==> config.mk <==
export PLATFORM = sky130hd
export DESIGN_NAME = eth_mac_filter
export DESIGN_NICKNAME = d
export VERILOG_FILES = /design/src/rtl/eth_mac_filter.sv
export SDC_FILE = /design/constraint.sdc
export NUM_CORES = 1
export LEC_CHECK = 0
export BUFFER_PORTS_ARGS = -buffer_cell sky130_fd_sc_hd__clkbuf_2
export CAP_MARGIN = 10
export CELL_PAD_IN_SITES_DETAIL_PLACEMENT = 0
export CELL_PAD_IN_SITES_GLOBAL_PLACEMENT = 1
export CORE_MARGIN = 1.5
export CORE_UTILIZATION = 50
export CTS_CLUSTER_DIAMETER = 30
export CTS_CLUSTER_SIZE = 20
export DETAILED_ROUTE_END_ITERATION = 10
export PLACE_DENSITY = 0.83
export SLEW_MARGIN = 20
export SYNTH_ARGS = -nofsm -noshare
export SYNTH_HDL_FRONTEND = slang
export SYNTH_SLANG_ARGS = --single-unit
==> constraint.sdc <==
create_clock -name clk -period 6.7 [get_ports clk]
set_input_delay 1.005 -clock clk [delete_from_list [all_inputs] [get_ports clk]]
set_output_delay 1.005 -clock clk [all_outputs]
set_load 0.02 [all_outputs]
==> src/rtl/eth_mac_filter.sv <==
// Destination-MAC acceptance filter: 14-entry address table scanned one entry per clock.
// Optional macro ETHMACFILT_BCAST_EN accepts FF:FF:FF:FF:FF:FF on the fast path.
module eth_mac_filter (
  input  logic        clk,
  input  logic        clr,
  input  logic [47:0] mac_data,
  input  logic        mac_rdy,
  input  logic        prom,
  input  logic        allmc,
  input  logic        tbl_we,
  input  logic [3:0]  tbl_addr,
  input  logic [47:0] tbl_data,
  input  logic        tbl_clr,
  output logic        cmp_done,
  output logic        cmp_res,
  output logic        busy
);

  localparam int unsigned MAC_W    = 48;
  localparam int unsigned IDX_W    = 4;
  localparam int unsigned N_ENT    = 14;
  localparam int unsigned LAST_IDX = N_ENT - 1;

  typedef enum logic [1:0] {IDLE, LATCH, SCAN, DONE} state_t;

  state_t             state, state_nx;
  logic [MAC_W-1:0]   mac_q, mac_nx;
  logic [IDX_W-1:0]   idx, idx_nx;
  logic               done_nx, res_nx, busy_nx;
  logic [MAC_W-1:0]   tbl_mem [N_ENT];
  logic [N_ENT-1:0]   tbl_vld;
  logic               bcast_hit, fast_hit, ent_hit, tbl_wr_ok, tbl_addr_ok;

`ifdef ETHMACFILT_BCAST_EN
  assign bcast_hit = &mac_q;
`else
  assign bcast_hit = 1'b0;
`endif

  assign fast_hit    = prom | (allmc & mac_q[0]) | bcast_hit;
  assign ent_hit     = tbl_vld[idx] && (tbl_mem[idx] == mac_q);
  assign tbl_wr_ok   = (state == IDLE) || (state == DONE);
  assign tbl_addr_ok = tbl_addr < IDX_W'(N_ENT);

  // Next-state and next-output logic
  always_comb begin
    state_nx = state;
    mac_nx   = mac_q;
    idx_nx   = idx;
    done_nx  = 1'b0;
    res_nx   = 1'b0;
    busy_nx  = 1'b0;
    case (state)
      IDLE: begin
        if (mac_rdy) begin
          mac_nx   = mac_data;
          state_nx = LATCH;
          busy_nx  = 1'b1;
        end
      end
      LATCH: begin
        if (!mac_rdy) begin
          state_nx = IDLE;
        end else if (fast_hit) begin
          state_nx = DONE;
          done_nx  = 1'b1;
          res_nx   = 1'b1;
        end else begin
          state_nx = SCAN;
          idx_nx   = '0;
          busy_nx  = 1'b1;
        end
      end
      SCAN: begin
        if (!mac_rdy) begin
          state_nx = IDLE;
          idx_nx   = '0;
        end else if (ent_hit || (idx == IDX_W'(LAST_IDX))) begin
          state_nx = DONE;
          idx_nx   = '0;
          done_nx  = 1'b1;
          res_nx   = ent_hit;
        end else begin
          idx_nx   = IDX_W'(idx + 1'b1);
          busy_nx  = 1'b1;
        end
      end
      DONE: begin
        if (!mac_rdy) begin
          state_nx = IDLE;
        end else begin
          done_nx = 1'b1;
          res_nx  = cmp_res;
        end
      end
      default: state_nx = IDLE;
    endcase
  end

  // State, datapath and output registers
  always_ff @(negedge clk or posedge clr) begin
    if (clr) begin
      state    <= IDLE;
      mac_q    <= '0;
      idx      <= '0;
      cmp_done <= 1'b0;
      cmp_res  <= 1'b0;
      busy     <= 1'b0;
    end else begin
      state    <= state_nx;
      mac_q    <= mac_nx;
      idx      <= idx_nx;
      cmp_done <= done_nx;
      cmp_res  <= res_nx;
      busy     <= busy_nx;
    end
  end

  // Valid bits: table updates only while not busy; clear beats write
  always_ff @(negedge clk or posedge clr) begin
    if (clr) begin
      tbl_vld <= '0;
    end else if (tbl_wr_ok && tbl_clr) begin
      tbl_vld <= '0;
    end else if (tbl_wr_ok && tbl_we && tbl_addr_ok) begin
      tbl_vld[tbl_addr] <= 1'b1;
    end
  end

  // Address storage is not reset
  always_ff @(negedge clk) begin
    if (tbl_wr_ok && tbl_we && tbl_addr_ok && !tbl_clr) begin
      tbl_mem[tbl_addr] <= tbl_data;
    end
  end

endmodule
Yosys cells after proc, flatten, opt, wreduce, memory -nomap -nowiden
Memories as Yosys holds them, arrays and structs flattened.
Cells that the tools add are included.
Widths: inputs -> output; s select.
Cells by class
  add/sub/neg operators: 1
  order comparisons: 4
  equal/unequal tests: 10
  mux-type cells: 35
  bitwise logic cells: 3
  reductions and logical operators: 15
Operator list (count)
  $eq 48x48->1: 1
  $mux 14: 2
  $mux 1: 17
  $mux 4: 4
  $or 14x14->14: 1
  $lt 4x5->1 const B: 2
  $mux 2: 5
  $pmux 1 s3: 3
  $ne 2x2->1 const B: 4
  $pmux 2 s4: 1
  $pmux 4 s2: 1
  $logic_and 1x1->1: 6
  $reduce_and 3->1: 2
  $add 4x1->4 const B: 1
  $bmux 1 s4: 1
  $demux 1 s4: 1
  $eq 2x2->1 const B: 2
  $eq 4x4->1 const B: 1
  $ge 4x1->1 const B: 1
  $lt 4x4->1 const B: 1
  $reduce_bool 2->1: 2
  $ne 3x3->1 const B: 1
  $eq 2x1->1 const B: 1
  $logic_not 2->1: 1
  5 further kinds: 6
Storage, ports and cells
  flip-flop bits (word level): 71
  RAM bits: 672
  input port bits: 107
  output and inout bits: 3
  word-level logic and storage cells: 76
  memories: 1
Memory list
  tbl_mem: depth 14, bits a word 48, read ports 1, clocked after memory_dff 0, wr ports 1, line 30  | logic [MAC_W-1:0] tbl_mem [N_ENT];

Logic depth before layout (Yosys ltp)
Gate-level depths: netlist of the first run.
  depth in word-level cells: 7
  mapped depth: 16
  depth with buffers taken out: 10

==> results.ini, run 1 <==
[yosys]
synthArstFlopShare_pct=9.56
synth.area.top_cells=edfxtp_1 (67%), mux4_2 (7.3%), dfrtn_1 (5.9%), mux2_2 (3.9%), mux2i_1 (3.6%)
synth_seq_cells=743
syn-instance-count=1616
synth_edf_count=672
synth_area_per_cell_um2=18.6
synth_nets=1731
yosysTopAreaCellShare_pct=67.0
syn-cell-area_um2=30100
yosys_warnings=0
synth_cell_types=74
synth_most_common_cell=edfxtp_1
ys_seq_area_share_pct=73.0
synth_top_flop_cell=edfxtp_1
synth_common_cells=edfxtp_1 (672), mux2i_1 (109), mux2_2 (104)
synth_area_leader_cell=edfxtp_1

[place]
dp.final_hpwl_um=43400
dp_worst_setup_slack_ns=0.392
port_buffers=109
gp_congestion=0.835
dpl.cell_count=2456

[detailed_routing]
route.detailed.drc=6
via_count=19400
drtIter0Drc=2346
drt-total-wl_um=80400
drtAntennaViolNets=0
drt_first_pass_iters=8
wl_per_cell_um=23.9
avgViaCountPerCell=5.76

[power_and_ir_drop]
switching_share_pct=30.5
comb_power_share_pct=12.2
pwr-share-seq_pct=35.1
p_leak_nw=15.8
clockPowerShare_pct=52.8
switchingPower_mw=4.93
powerDensity_nw_per_um2=416
p_int_mw=11.2
irDropWorstVdd_mv=0.251
power.total_mw=16.2

[sta]
fin_ws_ns=1.04
max_slew_margin_pct=33.2
worst_slew_pin_slew_ns=1.00
finalHoldViolations=0
setup_tns_ns=0
hold_ws_ns=0.439
drv_slew=0
finalSetupViolations=0
rsz0062_at_grt=no
final.setup_skew_ns=0.106

[global_route]
grt_pass1_wl_um=120000
grt_use_total_pct=26.8
grt_max_degree=102
first_global_vias=21500
antenna_found_initial=3
grt_overflow=0

[worst_setup_path]
cp_data_arrival_time_ns=2.69
start_kind=primary input
critical_path.startpoint=tbl_we
crit_family=simple AND/OR/NAND/NOR gates
crit_buf_inv=2
crit_chain=clkbuf_2, nand2b_1, or3b_2, nor3_4, buf_12
slowest_delay_ns=0.61
end_kind=flop
cp_slowest_cell=or3b_2
r2r-start=idx[0]$_DFFE_NP0P_
cp_max_fo=16
crit_type=primary input to flop
required_ns=3.73

[die]
die_area_um2=61700
initial_core_util_pct=50.8
ios=110
die_h_um=248
core_um2=59200
core.rowCount=89
dieWidth_um=248

[final_layout]
syn_to_final_growth_pct=29.0
regArea_um2=22000
nFillCells=3933
drive_gt1_share_pct=23.7
multi_input_area_um2=7620
fin_cells=3370
fin_nets=2603

[min_path]
worstHoldPathType=flop to flop
hp-start=tbl_vld[4]$_DFFE_NP0P_

[clock_tree]
clk_path_buf_depth=3
clkLatencyLatePin_ns=0.75
cts_htree_levels=4
clkTransAtPathRegs_ns=0.03
numCtsBuffers=132
numClockSinks=743
cts-resized-gates=0
hold_buffers=0
post_cts.repair.setup_buffers=0
cts_tree=yes
clock_tree.root_cell=clkbuf_16

[run]
cap_violations=0

[outcome]
violations=design-rule violations
outcome=complete, but fails checks

[worst reg2reg max path, stage by stage, from the launching register on]
cell	delay (ns)
dfrtn_1	0.83
buf_4	0.48
buf_4	0.36
mux4_2	0.55
mux2i_1	0.49
nor2_1	0.14
a31oi_1	0.26
o2111ai_1	0.14
nor3_1	0.55
nand4_2	0.36
nor2_2	0.34
a211oi_2	0.11
a221o_1	0.35
[flip-flops by register name, indices dropped and copies added, names as in the netlist]
register	flops
idx	4
state	2
cmp_res	1
tbl_mem	672
busy	1
mac_q	48
tbl_vld	14
cmp_done	1
[power groups by stage]
stage | Combinational [mW] | Clock, mW | Sequential, mW
2_1_floorplan | 1.52 | 0.594 | 5.54
3_3_place_gp | 1.89 | 0.594 | 5.70
3_5_place_dp | 1.93 | 0.594 | 5.71
4_1_cts | 1.97 | 8.64 | 5.66
5_1_grt | 2.11 | 9.13 | 5.68
6_report | 1.97 | 8.53 | 5.67
[per-stage QoR]
step / utilization, % / area, um^2
2_1_floorplan: - / 30100
3_3_place_gp: 53.5 / 31700
3_5_place_dp: 53.5 / 31700
4_1_cts: 65.5 / 38800
5_1_grt: 65.5 / 38800
6_report: 65.5 / 38800
[cells in the final DEF (no fill, tap or decap), drive strengths merged, types with 5 or more instances in the layout]
master and count:
mux2 107, edfxtp 672, nor3 25, ha 8
clkinv 19, xnor2 29, inv 734, nand4 13
a221oi 8, clkinvlp 19, dfrtn 71, bufinv 18
nor2b 28, nand2 40, nor4 7, a31oi 11
nor2 51, mux2i 109, a21oi 29, a222oi 5
nand2b 7, mux4 98, a22oi 16, o22ai 32
clkbuf 248, buf 40, a211oi 27, nand3 6
xor2 23, a2111oi 8, o21ai 38
[layer usage]
layer | vias up | part of all wire, % | global-route usage (%)
met5 | - | 0.031 | 0
met4 | 4 | 2.9 | 14.9
met3 | 185 | 10 | 10.1
met2 | 1184 | 49 | 41.2
met1 | 9692 | 38 | 32.9
li1 | 8348 | - | -
[worst paths after layout]
check	endpoint	slack (ns)	depth (start not counted)
min in group asynchronous	mac_q[21]$_DFFE_NP0P_	3.63	2
min	tbl_vld[4]$_DFFE_NP0P_	0.44	2
max	tbl_mem[7][13]$_DFFE_NP_	1.04	5
min reg2reg	tbl_vld[4]$_DFFE_NP0P_	0.44	2
max reg2reg	idx[2]$_DFFE_NP0P_	1.57	12
max in group asynchronous	mac_q[2]$_DFFE_NP0P_	2.37	3
[layout make-up]
type                       instances  share of cell area (%)
antenna                            1                 0.00645
clock buffer                     139                    8.91
clock inverter                   775                    9.40
inverter                          15                   0.148
multi-input combinational        775                    19.6
sequential                       743                    56.6
tap                              773                    2.49
timing repair buffer             149                    2.86
[cell families (layout without fill, tap and decap cells)]
logic type | Yosys count | count (layout) | synth area share (%)
mux | 314 | 314 | 15.0
fa+ha+maj | 8 | 8 | 0.333
flops | 743 | 743 | 73.0
other cells | 0 | 1 | 0
simple gates | 198 | 198 | 3.34
xor+xnor | 52 | 52 | 1.51
compound gates | 203 | 203 | 4.72
buf+inv | 98 | 1078 | 2.16
(Power assumes the default switching activity.)
==> inputs of run 2 (changes only) <==
- clock period: 6.7 -> 5.4 ns (I/O delays scaled with it)
==> run 2 against run 1 <==
Compared with the run above: the flow still finishes with violations (design-rule violations); register-to-register slack lost 1.1 ns; die area is the same; cell area is 1.4% higher; first-iteration DRC count decreased by 7.0%; utilization rose by 0.90 points; sequential power is 24% higher; total power up 28%; clock power is 29% higher; via count fell by 0.14%; clock skew grew 0.0025 ns; wire length rose by 1.3%; critical endpoint is now idx[2]$_DFFE_NP0P_; highest routed layer unchanged.
==> results.ini, run 2 (synthesis results as in run 1) <==
[final_layout]
drive_gt1_share_pct=24.7
syn_to_final_growth_pct=30.8
fin_nets=2630
largest_register=tbl_mem
mostFrequentLayoutCells=inv_1 (691), edfxtp_1 (672), clkbuf_16 (141)
top_regs=tbl_mem x672, mac_q x48, tbl_vld x14
fin_cells=3395
layout_commonest_cell=inv_1
largest_reg_flops=672

[clock_tree]
cts_htree_levels=4
post_cts.repair.setup_buffers=0
hold_buffers=0
clkTransAtPathRegs_ns=0.05
clk_path_buf_depth=3
cts-resized-gates=0
clkLatencyLatePin_ns=0.75
numClockSinks=743
clock_tree.root_cell=clkbuf_16
cts_tree=yes
numCtsBuffers=135

[global_route]
antenna_found_initial=3
first_global_vias=21500
grt_use_total_pct=27.1
grt_pass1_wl_um=121000
grt_max_degree=49
grt_overflow=0

[place]
dp_worst_setup_slack_ns=0.208
dpl.cell_count=2480
dp.final_hpwl_um=45300
port_buffers=109
gp_congestion=0.845

[worst_setup_path]
required_ns=8.59
critical_path.startpoint=idx[0]$_DFFE_NP0P_
start_kind=flop
slowest_delay_ns=0.84
end_kind=flop
cp_data_arrival_time_ns=8.08
cp_common_cell=buf_12
cp_slowest_cell=dfrtn_1
crit_chain=buf_12, buf_12, mux4_2, mux2i_1, nor2_1, a31oi_1, o2111ai_1, nor3_1, nand4_2, nor2_2, a211oi_2, a221o_1
cp_max_fo=24
r2r-start=idx[0]$_DFFE_NP0P_
crit_type=flop to flop

[detailed_routing]
wl_met1_um=30900
drtAntennaViolNets=0
wl_per_cell_um=24.0
drt_first_pass_iters=9
met2_length_um=41000
via_count=19400
drtIter0Drc=2181
wl_met3_um=7440
avgViaCountPerCell=5.71
route.detailed.drc=10
top_layer_used=met5
drt-total-wl_um=81500

[power_and_ir_drop]
p_leak_nw=16.1
irDropWorstVdd_mv=0.316
powerDensity_nw_per_um2=524
power.total_mw=20.6

[sta]
finalHoldViolations=0
finalSetupViolations=0
max_slew_margin_pct=41.5
fin_ws_ns=0.508
min_period_ns=4.89
fin_crit_sh_pct=90.6
hold_ws_ns=0.445
final.setup_skew_ns=0.109
rsz0062_at_grt=no
max_freq_mhz=204
drv_slew=0
worst_slew_pin_slew_ns=0.878

[outcome]
outcome=complete, but fails checks
violations=design-rule violations

[die]
core.rowCount=89
die_h_um=248
die_area_um2=61700
core_um2=59200
initial_core_util_pct=50.8
dieWidth_um=248
ios=110

[min_path]
worstHoldPathType=flop to flop
hp-start=tbl_vld[9]$_DFFE_NP0P_

[run]
cap_violations=0

-- run 2: cell types whose count changed in the layout (fill, tap and decap cells not counted), moves of 3 or more --
cell / before / now
buf_4: 19 / 38
bufinv_16: 16 / 22
inv_4: 15 / 9
buf_12: 21 / 26
inv_8: 3 / 8
clkbuf_8: 0 / 4
clkinvlp_2: 17 / 13
inv_1: 695 / 691
inv_6: 17 / 13
clkbuf_16: 138 / 141
-- run 2: stage by stage --
step           cell area (um^2)  util, %  setup TNS, ns
2_1_floorplan             30300        -        -115.17
3_3_place_gp              32000     54.0              0
3_5_place_dp              32000     54.0              0
4_1_cts                   39300     66.4              0
5_1_grt                   39300     66.4              0
6_report                  39400     66.4              0
-- run 2: layout make-up --
cell class / count / area [um^2]
Antenna cell: 1 / 2.50
Clock buffer: 147 / 3590
Clock inverter: 768 / 3770
Fill cell: 3783 / 19900
Inverter: 15 / 57.6
Multi-Input combinational cell: 775 / 7650
Sequential cell: 743 / 22000
Tap cell: 773 / 967
Timing Repair Buffer: 173 / 1350
-- run 2: path summary, 6_finish.rpt --
kind / cells after the start / to / slack, ns
setup / recovery: 12 / idx[2]$_DFFE_NP0P_ / 0.51
hold / removal: 2 / tbl_vld[9]$_DFFE_NP0P_ / 0.44
setup reg to reg: 12 / idx[2]$_DFFE_NP0P_ / 0.51
hold reg to reg: 2 / tbl_vld[9]$_DFFE_NP0P_ / 0.44
max in group asynchronous: 3 / mac_q[5]$_DFFE_NP0P_ / 1.91
min in group asynchronous: 2 / mac_q[14]$_DFFE_NP0P_ / 2.79
-- run 2: power by group --
| group | total, mW | leakage [nW] | internal (mW) | switching, mW |
|---|---|---|---|---|
| registers | 7.04 | 6.92 | 6.62 | 0.426 |
| logic | 2.53 | 3.19 | 1.19 | 1.35 |
| clock network | 11.0 | 5.96 | 6.60 | 4.45 |
-- run 2: metal layers --
metal	up-vias	GRT usage, %
li1	8403	-
met1	9641	32.6
met2	1170	43.3
met3	166	9.27
met4	6	14.2
met5	-	0
-- run 2: worst max-delay path: cells and delay by family, from the launching register on --
| kind | cells | cell delay, ns |
|---|---|---|
| mux | 2 | 0.87 |
| compound gates | 4 | 0.94 |
| buf+inv | 2 | 0.52 |
| simple gates | 4 | 1.51 |
| flops | 1 | 0.84 |
